**config.mk**
```make
export PLATFORM = sky130hd
export DESIGN_NAME = sync_fifo_flags
export DESIGN_NICKNAME = d
export VERILOG_FILES = /design/src/rtl/sync_fifo_flags.sv
export SDC_FILE = /design/constraint.sdc
export NUM_CORES = 1
export LEC_CHECK = 0
export BUFFER_PORTS_ARGS = -buffer_cell sky130_fd_sc_hd__buf_2
export CAP_MARGIN = 10
export CORE_UTILIZATION = 50
export DETAILED_ROUTE_END_ITERATION = 8
export PLACE_DENSITY_LB_ADDON = 0.12
export SLEW_MARGIN = 15
export SYNTH_ARGS = -nofsm -noshare
export SYNTH_HDL_FRONTEND = slang
export SYNTH_SLANG_ARGS = --single-unit
```
**constraint.sdc**
```tcl
create_clock -name clk -period 3.8 [get_ports clk]
set_input_delay 0 -clock clk [delete_from_list [all_inputs] [get_ports clk]]
set_output_delay 0 -clock clk [all_outputs]
set_load 0.01 [all_outputs]
```
**src/rtl/sync_fifo_flags.sv**
```systemverilog
// Single-clock FIFO using all DEPTH entries (any DEPTH >= 2), with occupancy count,
// programmable almost flags, synchronous flush, read-valid strobe and sticky error flags.
module sync_fifo_flags #(
  parameter int DATA_WIDTH = 8,
  parameter int DEPTH      = 16,
  parameter int AF_LEVEL   = 12,
  parameter int AE_LEVEL   = 2
) (
  input  logic                         clk,
  input  logic                         reset_n,
  input  logic                         clear,
  input  logic                         wr_enable,
  input  logic [DATA_WIDTH-1:0]        data_in,
  input  logic                         rd_enable,
  output logic [DATA_WIDTH-1:0]        data_out,
  output logic                         rd_valid,
  output logic                         full,
  output logic                         empty,
  output logic                         almost_full,
  output logic                         almost_empty,
  output logic [$clog2(DEPTH+1)-1:0]   count,
  output logic                         overflow,
  output logic                         underflow
);

  localparam int PTR_W = $clog2(DEPTH);
  localparam int CNT_W = $clog2(DEPTH+1);
  localparam logic [PTR_W-1:0] LAST_PTR = PTR_W'(DEPTH - 1);

  logic [DATA_WIDTH-1:0] mem [DEPTH];
  logic [PTR_W-1:0]      wr_ptr;
  logic [PTR_W-1:0]      rd_ptr;
  logic                  wr_ok;
  logic                  rd_ok;

  // Explicit wrap so non-power-of-two depths use exactly DEPTH entries.
  function automatic logic [PTR_W-1:0] ptr_inc(input logic [PTR_W-1:0] p);
    return (p == LAST_PTR) ? '0 : p + 1'b1;
  endfunction

  assign full         = (count == CNT_W'(DEPTH));
  assign empty        = (count == '0);
  assign almost_full  = (count >= CNT_W'(AF_LEVEL));
  assign almost_empty = (count <= CNT_W'(AE_LEVEL));

  assign wr_ok = wr_enable & ~full;
  assign rd_ok = rd_enable & ~empty;

  always_ff @(posedge clk) begin
    if (reset_n && !clear && wr_ok) mem[wr_ptr] <= data_in;
  end

  always_ff @(posedge clk or negedge reset_n) begin
    if (!reset_n) begin
      wr_ptr    <= '0;
      rd_ptr    <= '0;
      count     <= '0;
      data_out  <= '0;
      rd_valid  <= 1'b0;
      overflow  <= 1'b0;
      underflow <= 1'b0;
    end else if (clear) begin
      // Flush drops any access this cycle; data_out keeps its last value.
      wr_ptr    <= '0;
      rd_ptr    <= '0;
      count     <= '0;
      rd_valid  <= 1'b0;
      overflow  <= 1'b0;
      underflow <= 1'b0;
    end else begin
      rd_valid <= rd_ok;
      if (wr_ok) wr_ptr <= ptr_inc(wr_ptr);
      if (rd_ok) begin
        rd_ptr   <= ptr_inc(rd_ptr);
        data_out <= mem[rd_ptr];
      end
      case ({wr_ok, rd_ok})
        2'b10:   count <= count + 1'b1;
        2'b01:   count <= count - 1'b1;
        default: count <= count;
      endcase
      if (wr_enable && full)  overflow  <= 1'b1;
      if (rd_enable && empty) underflow <= 1'b1;
    end
  end

endmodule

```
Word-level counts from Yosys, hierarchy flattened --
Memory sizes are Yosys's and may differ from the RTL's. A register that Yosys moved wholly into a read port is not among the register bits. Cells that the tools add are included.
Word-level totals: bits in registers 16, memory bits (writable) 128, bits of input ports 13, output and inout port bits 20, word-level logic and storage cells 51, memories 1
Memory list:
- mem | depth 16, bits a word 8, rd ports 1, clocked after Yosys merged registers in 1, wr ports 1, RTL line 30 | logic [DATA_WIDTH-1:0] mem [DEPTH];
Cells by class: add/sub/neg operators 4, order comparisons 2, eq/ne operators 5, muxes and demuxes 15, bitwise logic cells 5, reduce and logical (&&, ||, !) cells 13
Operators with widths (count):
- $mux 4 | 6
- $pmux 5 s2 | 1
- $add 4x1->4 const B | 2
- $eq 4x4->1 const B | 2
- $reduce_bool 2->1 | 4
- $mux 1 | 7
- $add 5x1->5 const B | 1
- $eq 5x5->1 const B | 1
- $ge 5x4->1 const B | 1
- $le 5x2->1 const B | 1
- $logic_not 5->1 | 1
- $mux 5 | 1
- $sub 5x1->5 const B | 1
- $logic_and 1x1->1 | 4
- $not 1->1 | 3
- $reduce_bool 3->1 | 1
- $and 1x1->1 | 2
- $eq 2x1->1 const B | 1
- $eq 2x2->1 const B | 1
- $logic_not 1->1 | 2
- $reduce_and 2->1 | 1

Longest topological paths before layout --
Gate-level depths: netlist of the first run.
depth after elaboration 6, gate-level depth with buffers 12, mapped depth without buffers 9

Least setup slack after synthesis of the first run --
No wires, ideal clock.
kind reg-to-reg, start register count[1], end register count[4], library setup time 0.128 ns, data arrival time 2.770 ns, data required time 3.672 ns, slack 0.902 ns, stages on the path, launching flop included 13, buffers on the path 3, clock period less this slack 2.898 ns, cell sequence dfrtp_1 buf_6 or3_1 buf_2 o31a_4 and2_4 buf_6 xor2_1 ha_1 or3_1 a21oi_1 a21oi_1 mux2_1
Between the ends: longest elaborated chain between the ends 6, elaborated cells between the ends (all ways) 13, classes of those cells 2 x add/sub; 3 x eq/ne; 2 x mux; 4 x bitwise; 2 x reduce/logical
RTL lines:
- start: declaration | RTL line 21 | output logic [$clog2(DEPTH+1)-1:0] count,
- start signal: assignment | RTL line 78 | 2'b10: count <= count + 1'b1;
- start signal: assignment | RTL line 79 | 2'b01: count <= count - 1'b1;
- start signal: assignment | RTL line 80 | default: count <= count;
- $eq 5x5->1 or $logic_not 5->1 (tied branches) | RTL line 41, 42
- $not 1->1, on equally long branches | RTL line 46, 47
- $and 1x1->1, on equally long branches | RTL line 46, 47
- $eq 2x1->1 or $eq 2x2->1 (tied branches) | RTL line 77 | case ({wr_ok, rd_ok})
- $pmux 5 s2 | RTL line 77
- $mux 5 | RTL line 62 | end else if (clear) begin
Parallel ways exist; a longest one is shown, timed or not. A chain may end at the register's enable or synchronous reset.

Worst setup path in the final report of the first run --
Ends and elaborated chain as after synthesis.

==> flow_metrics.tcl, run 1 <==
set metrics [dict create \
    crit_buf_inv 0 \
    pwr_density_cell_nw_per_um2 609 \
    die_w_um 114 \
    hold_path.class "in2reg" \
    core_um2 12100 \
    yosys_warnings 0 \
    rsz0062_at_grt "no" \
    die_area_um2 13000 \
    syn_nets 379 \
    fin_skew_ps 5.05 \
    netlist.area_leader.share_pct 61.3 \
    synth_area_leaders "edfxtp_1 (61%), mux4_2 (11%), dfrtp_1 (9.6%)" \
    maxCapViolCount 0 \
    outcome "finished clean" \
    crit_path_end_kind "flop" \
    cts_tree "done" \
    rows 40 \
    setup_viol 0 \
    syn-mean-instance-area_um2 17.5 \
    firstDrtPassIters 4 \
    cts-htree-levels 4 \
    final_common_cell "edfxtp_1" \
    io_pins 33 \
    die_h_um 114 \
    antenna_left 0 \
    port_buffers 32 \
    critical_path.max_fanout 10 \
    max_slew_margin_pct 28.0 \
    path_clk_slew_ps 60 \
    grt_pass1_vias 3183 \
    grt_pass1_wl_um 18900 \
    slowest_delay_ps 510 \
    tightestPinTransition_ps 1080 \
    cts_buffers 17 \
    ys_ff_latch 152 \
    synth_edf_count 128 \
    routed_via_density 5.62 \
    overflow 0 \
    fin_nets 426 \
    syn_inst 359 \
    ys_async_sr_fraction_pct 15.8 \
    hold_viol 0 \
    stdcell_area_um2 7260 \
    drt_wl_total_um 12000 \
    areaGrowthSynthToFinish_pct 15.8 \
    most-common-layout-cells "edfxtp_1 (128), mux4_2 (32), buf_2 (32)" \
    gp_congestion 0.793 \
    fin_setup_tns_ps 0 \
    crit_slowest_cell "or3_1" \
    worstPathCellList "or3_1, o31a_4, and2_4, xor2_1, ha_1, or3_1, a21oi_1, a21oi_1, mux2_1" \
    path_delay_family "simple AND/OR/NAND/NOR gates" \
    synth-main-ff-cell "edfxtp_1" \
    dp_hpwl_um 7620 \
    post-route-drc-count 0 \
    place_area_um2 6580 \
    cts_buffer_depth 2 \
    drive_above_1_share_pct 27.1 \
    synth_top_area_cell "edfxtp_1" \
    grt_start_max_net_pins 28 \
    ir_drop_mv 0.340 \
    fmax_mhz 350 \
    period_share_pct 75.2 \
    cts_root_buf "clkbuf_16" \
    grt_usage_pct 20.7 \
    antenna_found_initial 0 \
    power_leakage_nw 2.47 \
    cts.sinks 152 \
    drt_iter0_drc 209 \
    vias 3286 \
    seq_area_frac_synth_pct 70.9 \
    critPathRequiredTime_ps 4090 \
    drv_slew 0 \
    clk_latency_ps 410 \
    diodes 0 \
    synth_cell_types 41 \
    fillers 916 \
    wl_per_cell_um 20.5 \
    cp-start-kind "flop" \
    start_util_pct 51.7 \
    synth_area_um2 6270 \
    period_needed_ps 2860 \
    crit_type "reg2reg" \
    crit_arrival_ps 3150 \
    final_util_pct 59.9 \
]
## state kept, by name (all words and copies together) (netlist names)
register,count
data_out,8
underflow,1
overflow,1
mem,128
count,5
rd_ptr,4
rd_valid,1
wr_ptr,4
## metrics by stage
stage,total power [mW],cells,worst slack [ps],hold slack (ps)
global placement,2.82,544,981,31.8
detailed placement,2.83,544,955,27.4
CTS,4.45,585,950,0.349
floorplan,2.60,359,902,-296
global route,4.61,585,758,12.5
finish,4.42,585,943,12.7
## cell usage after synthesis, types with 4 or more instances
master      n
a211oi_1    8
edfxtp_1  128
clkbuf_1   10
mux2_2      8
mux2i_1    10
nand2_1    13
nor2_1     27
buf_2       6
nor2b_1    10
inv_1       4
mux4_2     32
nor3_1     10
a21oi_1    19
ha_1        7
dfrtp_1    24
## power by group
part           internal [mW]  switching, mW
Combinational          0.396          0.372
Sequential              1.90          0.133
Clock                   1.01          0.613
## worst reg2reg max path: cells and delay by family, from the launching register on
kind | cells | cell delay [ps]
flip-flops | 1 | 480
XOR/XNOR | 1 | 140
AND/OR/NAND/NOR | 3 | 1010
multiplexers | 1 | 310
AO/OA/AOI/OAI | 3 | 580
adder cells (fa/ha/maj) | 1 | 230
## path summary, 6_finish.rpt
check	from	endpoint	slack [ps]	cells after the start
max in group asynchronous	reset_n	rd_ptr[0]	3290	2
min	data_in[1]	mem[4][1]	10	1
min reg2reg	data_out[4]	data_out[4]	500	1
max	count[1]	count[4]	940	9
min in group asynchronous	reset_n	data_out[2]	110	2
max reg2reg	count[1]	count[4]	940	9
## cell type report
class,instances,area (um^2),share of cell area (%)
clock buffers,18,429,5.91
well taps,168,210,2.90
multi-input cells,179,1680,23.2
repair buffers,52,338,4.66
inverters,4,15.0,0.207
flip-flops and latches,152,4450,61.3
clock inverters,12,135,1.86
## cell families after synthesis
kind of cell / after synthesis / synth area share [%]
flip-flops: 152 / 70.9
AND/OR/NAND/NOR: 73 / 5.55
multiplexers: 52 / 14.9
AO/OA/AOI/OAI: 43 / 4.47
buffers and inverters: 28 / 2.22
adder cells (fa/ha/maj): 7 / 1.40
XOR/XNOR: 4 / 0.559
## per-layer routing
layer / vias to the layer above / global-route usage [%] / part of all wire (%)
li1: 1497 / - / -
met1: 1702 / 31.5 / 49
met2: 68 / 29.6 / 46
met3: 19 / 4.30 / 3.6
met4: 0 / 7.79 / 1.7
met5: - / 0 / 0
## timing repair
item	4_1_cts	5_1_grt
hold buffers	11	0
setup endpoints to repair	0	0
buffers inserted	0	0
gates resized for setup	0	0
endpoints found under the hold margin	95	0
No activity file was read; power rests on OpenSTA's default activity.
==> inputs of run 2 (changes only) <==
- ABC_AREA: not set -> 1
- clock period: 3.8 -> 2.7 ns (I/O delays scaled with it)
==> run 2 against run 1 <==
Core utilization up 0.56 points. Critical path depth down 1. First-iteration DRC count up 130%. Final cell count up 29%. Sequential power up 38%. Register-to-register slack worse by 340 ps. Critical path type unchanged.
==> flow_metrics.tcl, run 2 <==
set metrics [dict create \
    grt_start_max_net_pins 49 \
    hold_viol 0 \
    synth_compound_area_share_pct 12.6 \
    p_sw_mw 2.11 \
    reg.largest.list "mem (128), data_out (8), count (5)" \
    wl_per_cell_um 20.0 \
    seq_area_frac_synth_pct 69.5 \
    fmax_mhz 477 \
    outcome "finished clean" \
    drt_wl_total_um 15100 \
    synthAdderAreaFrac_pct 1.37 \
    start_util_pct 52.1 \
    final_util_pct 60.5 \
    period_share_pct 77.7 \
    critical_path.max_fanout 8 \
    worstPathCellList "nor2_4, nand3_2, nand2_4, inv_2, nand3_2, inv_2, nand2_1, nor2_1" \
    path_clk_slew_ps 60 \
    synthTopCellsByCount "edfxtp_1 (128), nor2_1 (82), nand2_1 (60), o21ai_0 (60), dfrtp_1 (24)" \
    ys_ff_latch 152 \
    fin_skew_ps 14.0 \
    crit_type "reg2reg" \
    drv_slew 0 \
    syn_inst 523 \
    synth.most_common_cell "edfxtp_1" \
    switching_share_pct 31.1 \
    vias 4245 \
    top_register "mem" \
    syn_nets 543 \
    total_power_mw 6.78 \
    crit_arrival_ps 2150 \
    yosys.area_share.simple_pct 12.2 \
    grt_usage_pct 24.8 \
    cts_buffers 17 \
    cts_root_buf "clkbuf_16" \
    synth_cell_types 34 \
    grt_pass1_wl_um 23200 \
    postCtsSetupRepairBufs 0 \
    synth_area_um2 6390 \
    cts.sinks 152 \
    timing.rr.start "count[0]" \
    die_area_um2 13200 \
    firstDrtPassIters 5 \
    syn-mean-instance-area_um2 12.2 \
    antenna_found_initial 0 \
    fin_nets 591 \
    core_um2 12300 \
    drt_iter0_drc 480 \
    die_h_um 115 \
    hold_depth 1 \
    areaGrowthSynthToFinish_pct 16.0 \
    setup_viol 0 \
    post-route-drc-count 0 \
    power.internal_mw 4.67 \
    hold_path_end "mem[5][0]" \
    grt_pass1_vias 4148 \
    ir_drop_mv 0.430 \
    synth-main-ff-cell "edfxtp_1" \
    ys_async_sr_fraction_pct 15.8 \
    synth_edf_count 128 \
    synthXorXnorAreaFrac_pct 0.137 \
    reg2reg_slack_ps 600 \
    drive_above_1_share_pct 18.8 \
    overflow 0 \
    crit_slowest_cell "nor2_1" \
    max_slew_margin_pct 53.3 \
    cts_tree "done" \
    cp-start-kind "flop" \
    combPwrFrac_pct 24.0 \
    power_leakage_nw 2.75 \
    die_w_um 115 \
    maxCapViolCount 0 \
    synth_top_family_by_area "compound AO/OA/AOI/OAI gates" \
    cp-startpoint "count[0]" \
    synth.area.mux_share_pct 0 \
    netlist.area_leader.share_pct 60.1 \
    cts-htree-levels 4 \
    largest_register_ffs 128 \
    tightestPinTransition_ps 698 \
    pwr-share-seq_pct 41.3 \
    clkPwrFrac_pct 34.7 \
    critPathRequiredTime_ps 2750 \
    hold_path.class "in2reg" \
    routed_via_density 5.64 \
    gp_congestion 0.855 \
    cts_buffer_depth 2 \
    io_pins 33 \
    port_buffers 32 \
    antenna_left 0 \
    diodes 0 \
    synth_top_area_cell "edfxtp_1" \
    ff2ff_path_depth 8 \
    pwr_density_cell_nw_per_um2 914 \
    final_common_cell "edfxtp_1" \
    rows 40 \
    rsz0062_at_grt "no" \
    clk_latency_ps 430 \
    synth_area_leaders "edfxtp_1 (60%), dfrtp_1 (9.4%), nor2_1 (4.8%)" \
    rr_endpoint "mem[1][5]" \
    dp_hpwl_um 9820 \
    slowest_delay_ps 550 \
    yosys_warnings 0 \
    cts_resized 0 \
    crit_path_end_kind "flop" \
    period_needed_ps 2100 \
    most-common-layout-cells "edfxtp_1 (128), nor2_1 (82), nand2_1 (60), o21ai_0 (60), buf_2 (32)" \
    hold_start "data_in[0]" \
    fin_setup_tns_ps 0 \
]
-- run 2: changes by cell type after synthesis, moves of 16 or more --
| cell | change |
|---|---|
| o221ai_1 | +20 |
| nor2_1 | +55 |
| nand2_1 | +47 |
| a21oi_1 | -16 |
| mux4_2 | -32 |
| o21ai_0 | +57 |
| o21ai_1 | +16 |
-- run 2: worst max path at each step --
stage	to	slack, ps	cells past startpoint
finish	mem[1][5]	600	8
global route	mem[1][5]	410	8
CTS	mem[1][5]	580	8
detailed placement	mem[1][0]	610	8
global placement	mem[5][6]	690	8
floorplan	mem[7][0]	770	6
-- run 2: cell type report --
type	count	area, um^2
Multi-Input combinational cell	316	1680
Inverter	28	108
Clock inverter	12	151
Tap cell	168	210
Fill cell	1009	4850
Sequential cell	152	4450
Timing Repair Buffer	56	380
Clock buffer	20	437
-- run 2: cell families after synthesis --
| logic type | after synthesis |
|---|---|
| xor gates and xnor gates | 1 |
| buffers and inverters | 55 |
| AOI/OAI and AO/OA | 132 |
| DFF | 152 |
| adders and majority gates | 7 |
| and+or+nand+nor | 176 |
-- run 2: power by group through the flow --
stage | clock network, mW | registers [mW] | logic (mW)
after global routing | 2.48 | 2.82 | 1.81
after floorplan | 0 | 2.86 | 1.08
after CTS | 2.38 | 2.80 | 1.63
after detailed placement | 0 | 2.85 | 1.62
after global placement | 0 | 2.84 | 1.61
final | 2.35 | 2.80 | 1.63
-- run 2: metrics by stage --
stage / worst slack, ps / hold WS [ps] / instances / instance area, um^2
floorplan: 774 / -296 / 523 / 6390
global placement: 685 / 93.7 / 714 / 6770
detailed placement: 606 / 98.3 / 714 / 6770
CTS: 582 / 2.03 / 752 / 7420
global route: 411 / 1.30 / 752 / 7420
finish: 602 / 10.0 / 752 / 7420
-- run 2: what timing repair did --
| item | CTS | global route |
|---|---|---|
| endpoints found under the hold margin | 59 | 0 |
| setup endpoints to repair | 0 | 0 |
| hold buffers | 6 | 0 |
-- run 2: worst max-delay path: cells and delay by family, from the launching register on --
family / cells / cell delay, ps
AND/OR/NAND/NOR: 6 / 1050
flip-flops: 1 / 470
buffers and inverters: 2 / 200
-- run 2: routing by layer --
metal  vias up  track usage (%)  wire [um]
met5         -                0          0
met4         0             9.35        201
met3        13             4.96       1030
met2       160             38.8       7180
met1      2081             34.4       6650
li1       1991                -          -
==> inputs of run 3 (changes only) <==
- clock period: 2.7 -> 1.8 ns (I/O delays scaled with it)
==> run 3 against run 2 <==
Via count grew 3.5%. Flip-flop and latch count unchanged. Power grew 54%. Critical endpoint is now count[4]. Combinational power grew 82%.
==> flow_metrics.tcl, run 3 (synthesis gave the netlist of run 2 again) <==
set metrics [dict create \
    outcome "finished clean" \
    antenna_left 0 \
    cts_buffer_depth 2 \
    final_util_pct 63.9 \
    hold_viol 0 \
    rows 40 \
    pwr-share-seq_pct 39.8 \
    crit_type "reg2reg" \
    top_register "mem" \
    p_sw_mw 3.28 \
    cts_root_buf "clkbuf_16" \
    dp_worst_setup_slack_ps -50.3 \
    start_util_pct 52.1 \
    fillers 967 \
    drive_above_1_share_pct 25.5 \
    cts.sinks 152 \
    most-common-layout-cells "edfxtp_1 (128), nor2_1 (74), o21ai_0 (60)" \
    drt_wl_total_um 15100 \
    overflow 0 \
    crit_path_end_kind "flop" \
    diodes 0 \
    reg.largest.list "mem (128), data_out (8), count (5)" \
    clk_latency_ps 420 \
    pwr_density_cell_nw_per_um2 1330 \
    drt_iter0_drc 434 \
    grt_pass1_wl_um 23400 \
    io_pins 33 \
    stdcell_area_um2 7840 \
    critPathRequiredTime_ps 2110 \
    routed_via_density 5.61 \
    post-route-drc-count 0 \
    drv_slew 0 \
    setup_viol 0 \
    fin_nets 625 \
    largest_register_ffs 128 \
    combPwrFrac_pct 28.4 \
    wl_per_cell_um 19.3 \
    dp_hpwl_um 9460 \
    die_w_um 115 \
    power_leakage_nw 2.93 \
    max_slew_margin_pct 64.1 \
    period_share_pct 99.2 \
    cp-start-kind "flop" \
    core_um2 12300 \
    fmax_mhz 560 \
    areaGrowthSynthToFinish_pct 22.6 \
    maxCapViolCount 0 \
    dp_cells 733 \
    switching_share_pct 31.4 \
    period_needed_ps 1790 \
    final_common_cell "edfxtp_1" \
    path_clk_slew_ps 60 \
    die_area_um2 13200 \
    cts_buffers 17 \
    ir_drop_mv 0.700 \
    clkPwrFrac_pct 31.7 \
    tightestPinTransition_ps 537 \
    antenna_found_initial 0 \
    critical_path.max_fanout 5 \
    fin_skew_ps 6.23 \
    place_area_um2 6990 \
    instances_no_fill 783 \
    gp_congestion 0.907 \
    port_buffers 32 \
    cts-htree-levels 4 \
    fin_setup_tns_ps 0 \
    rsz0062_at_grt "yes" \
    power.internal_mw 7.15 \
    cts_tree "done" \
    die_h_um 115 \
    crit_arrival_ps 2090 \
    total_power_mw 10.4 \
    final.setup.worst_slack_ps 14.3 \
    grt_pass1_vias 4230 \
    timing.hold.ws_ps 26.4 \
    grt_start_max_net_pins 35 \
    vias 4395 \
    hold_path.class "in2reg" \
    firstDrtPassIters 4 \
    reg2reg_slack_ps 10 \
    grt_usage_pct 24.8 \
]
## run 3: changes by cell type in the layout (fill, tap and decap cells not counted), moves of 7 or more
cell | before | now
buf_4 | 16 | 30
nand2_1 | 60 | 53
buf_6 | 0 | 8
nor2_1 | 82 | 74
nor2_2 | 1 | 8
## run 3: layer usage
layer	global-route usage, %	wire length, um	up-vias
met5	0	0	-
met4	9.70	278	0
met3	5.48	685	22
met2	40.1	7490	127
met1	33.0	6650	2177
li1	-	-	2069
## run 3: cell type report
cell class / count / area, um^2 / area share, %
multi-input combinational: 316 / 1780 / 22.7
tap: 168 / 210 / 2.68
sequential: 152 / 4450 / 56.7
inverter: 28 / 110 / 1.40
timing repair buffer: 90 / 756 / 9.64
clock inverter: 10 / 108 / 1.37
clock buffer: 19 / 433 / 5.52
## run 3: repair_timing
action,in CTS,in global routing
cloned,0,0
pin swaps,4,19
setup endpoints to repair,17,114
resized for setup,3,29
buffers inserted,5,4
hold buffers,12,0
endpoints found under the hold margin,155,0
## run 3: power by group through the flow
stage | registers, mW | clock network, mW | logic (mW)
finish | 4.15 | 3.31 | 2.96
global route | 4.17 | 3.49 | 3.25
CTS | 4.15 | 3.36 | 2.83
detailed placement | 4.22 | 0 | 2.70
global placement | 4.21 | 0 | 2.67
floorplan | 4.29 | 0 | 1.63
## run 3: critical path: stages (launching register included)
cell     delay, ps
dfrtp_1        410
nor2_4         150
nand3_2        120
nand2_4        140
nand2_8         80
nand2_4         70
nand2_2         50
inv_2           70
ha_4           110
inv_1           40
nand2_2         90
nand3_2         80
nand2_2         80
nand2_2         50
nand3_2         70
nand2_1         60
## run 3: path summary, 6_finish.rpt
check / depth (start not counted) / end / startpoint
max in group asynchronous: 3 / rd_ptr[0] / reset_n
min in group asynchronous: 3 / data_out[4] / reset_n
setup / recovery: 15 / count[4] / count[2]
hold reg to reg: 2 / data_out[4] / data_out[4]
hold / removal: 4 / rd_ptr[1] / rd_enable
setup reg to reg: 15 / count[4] / count[2]
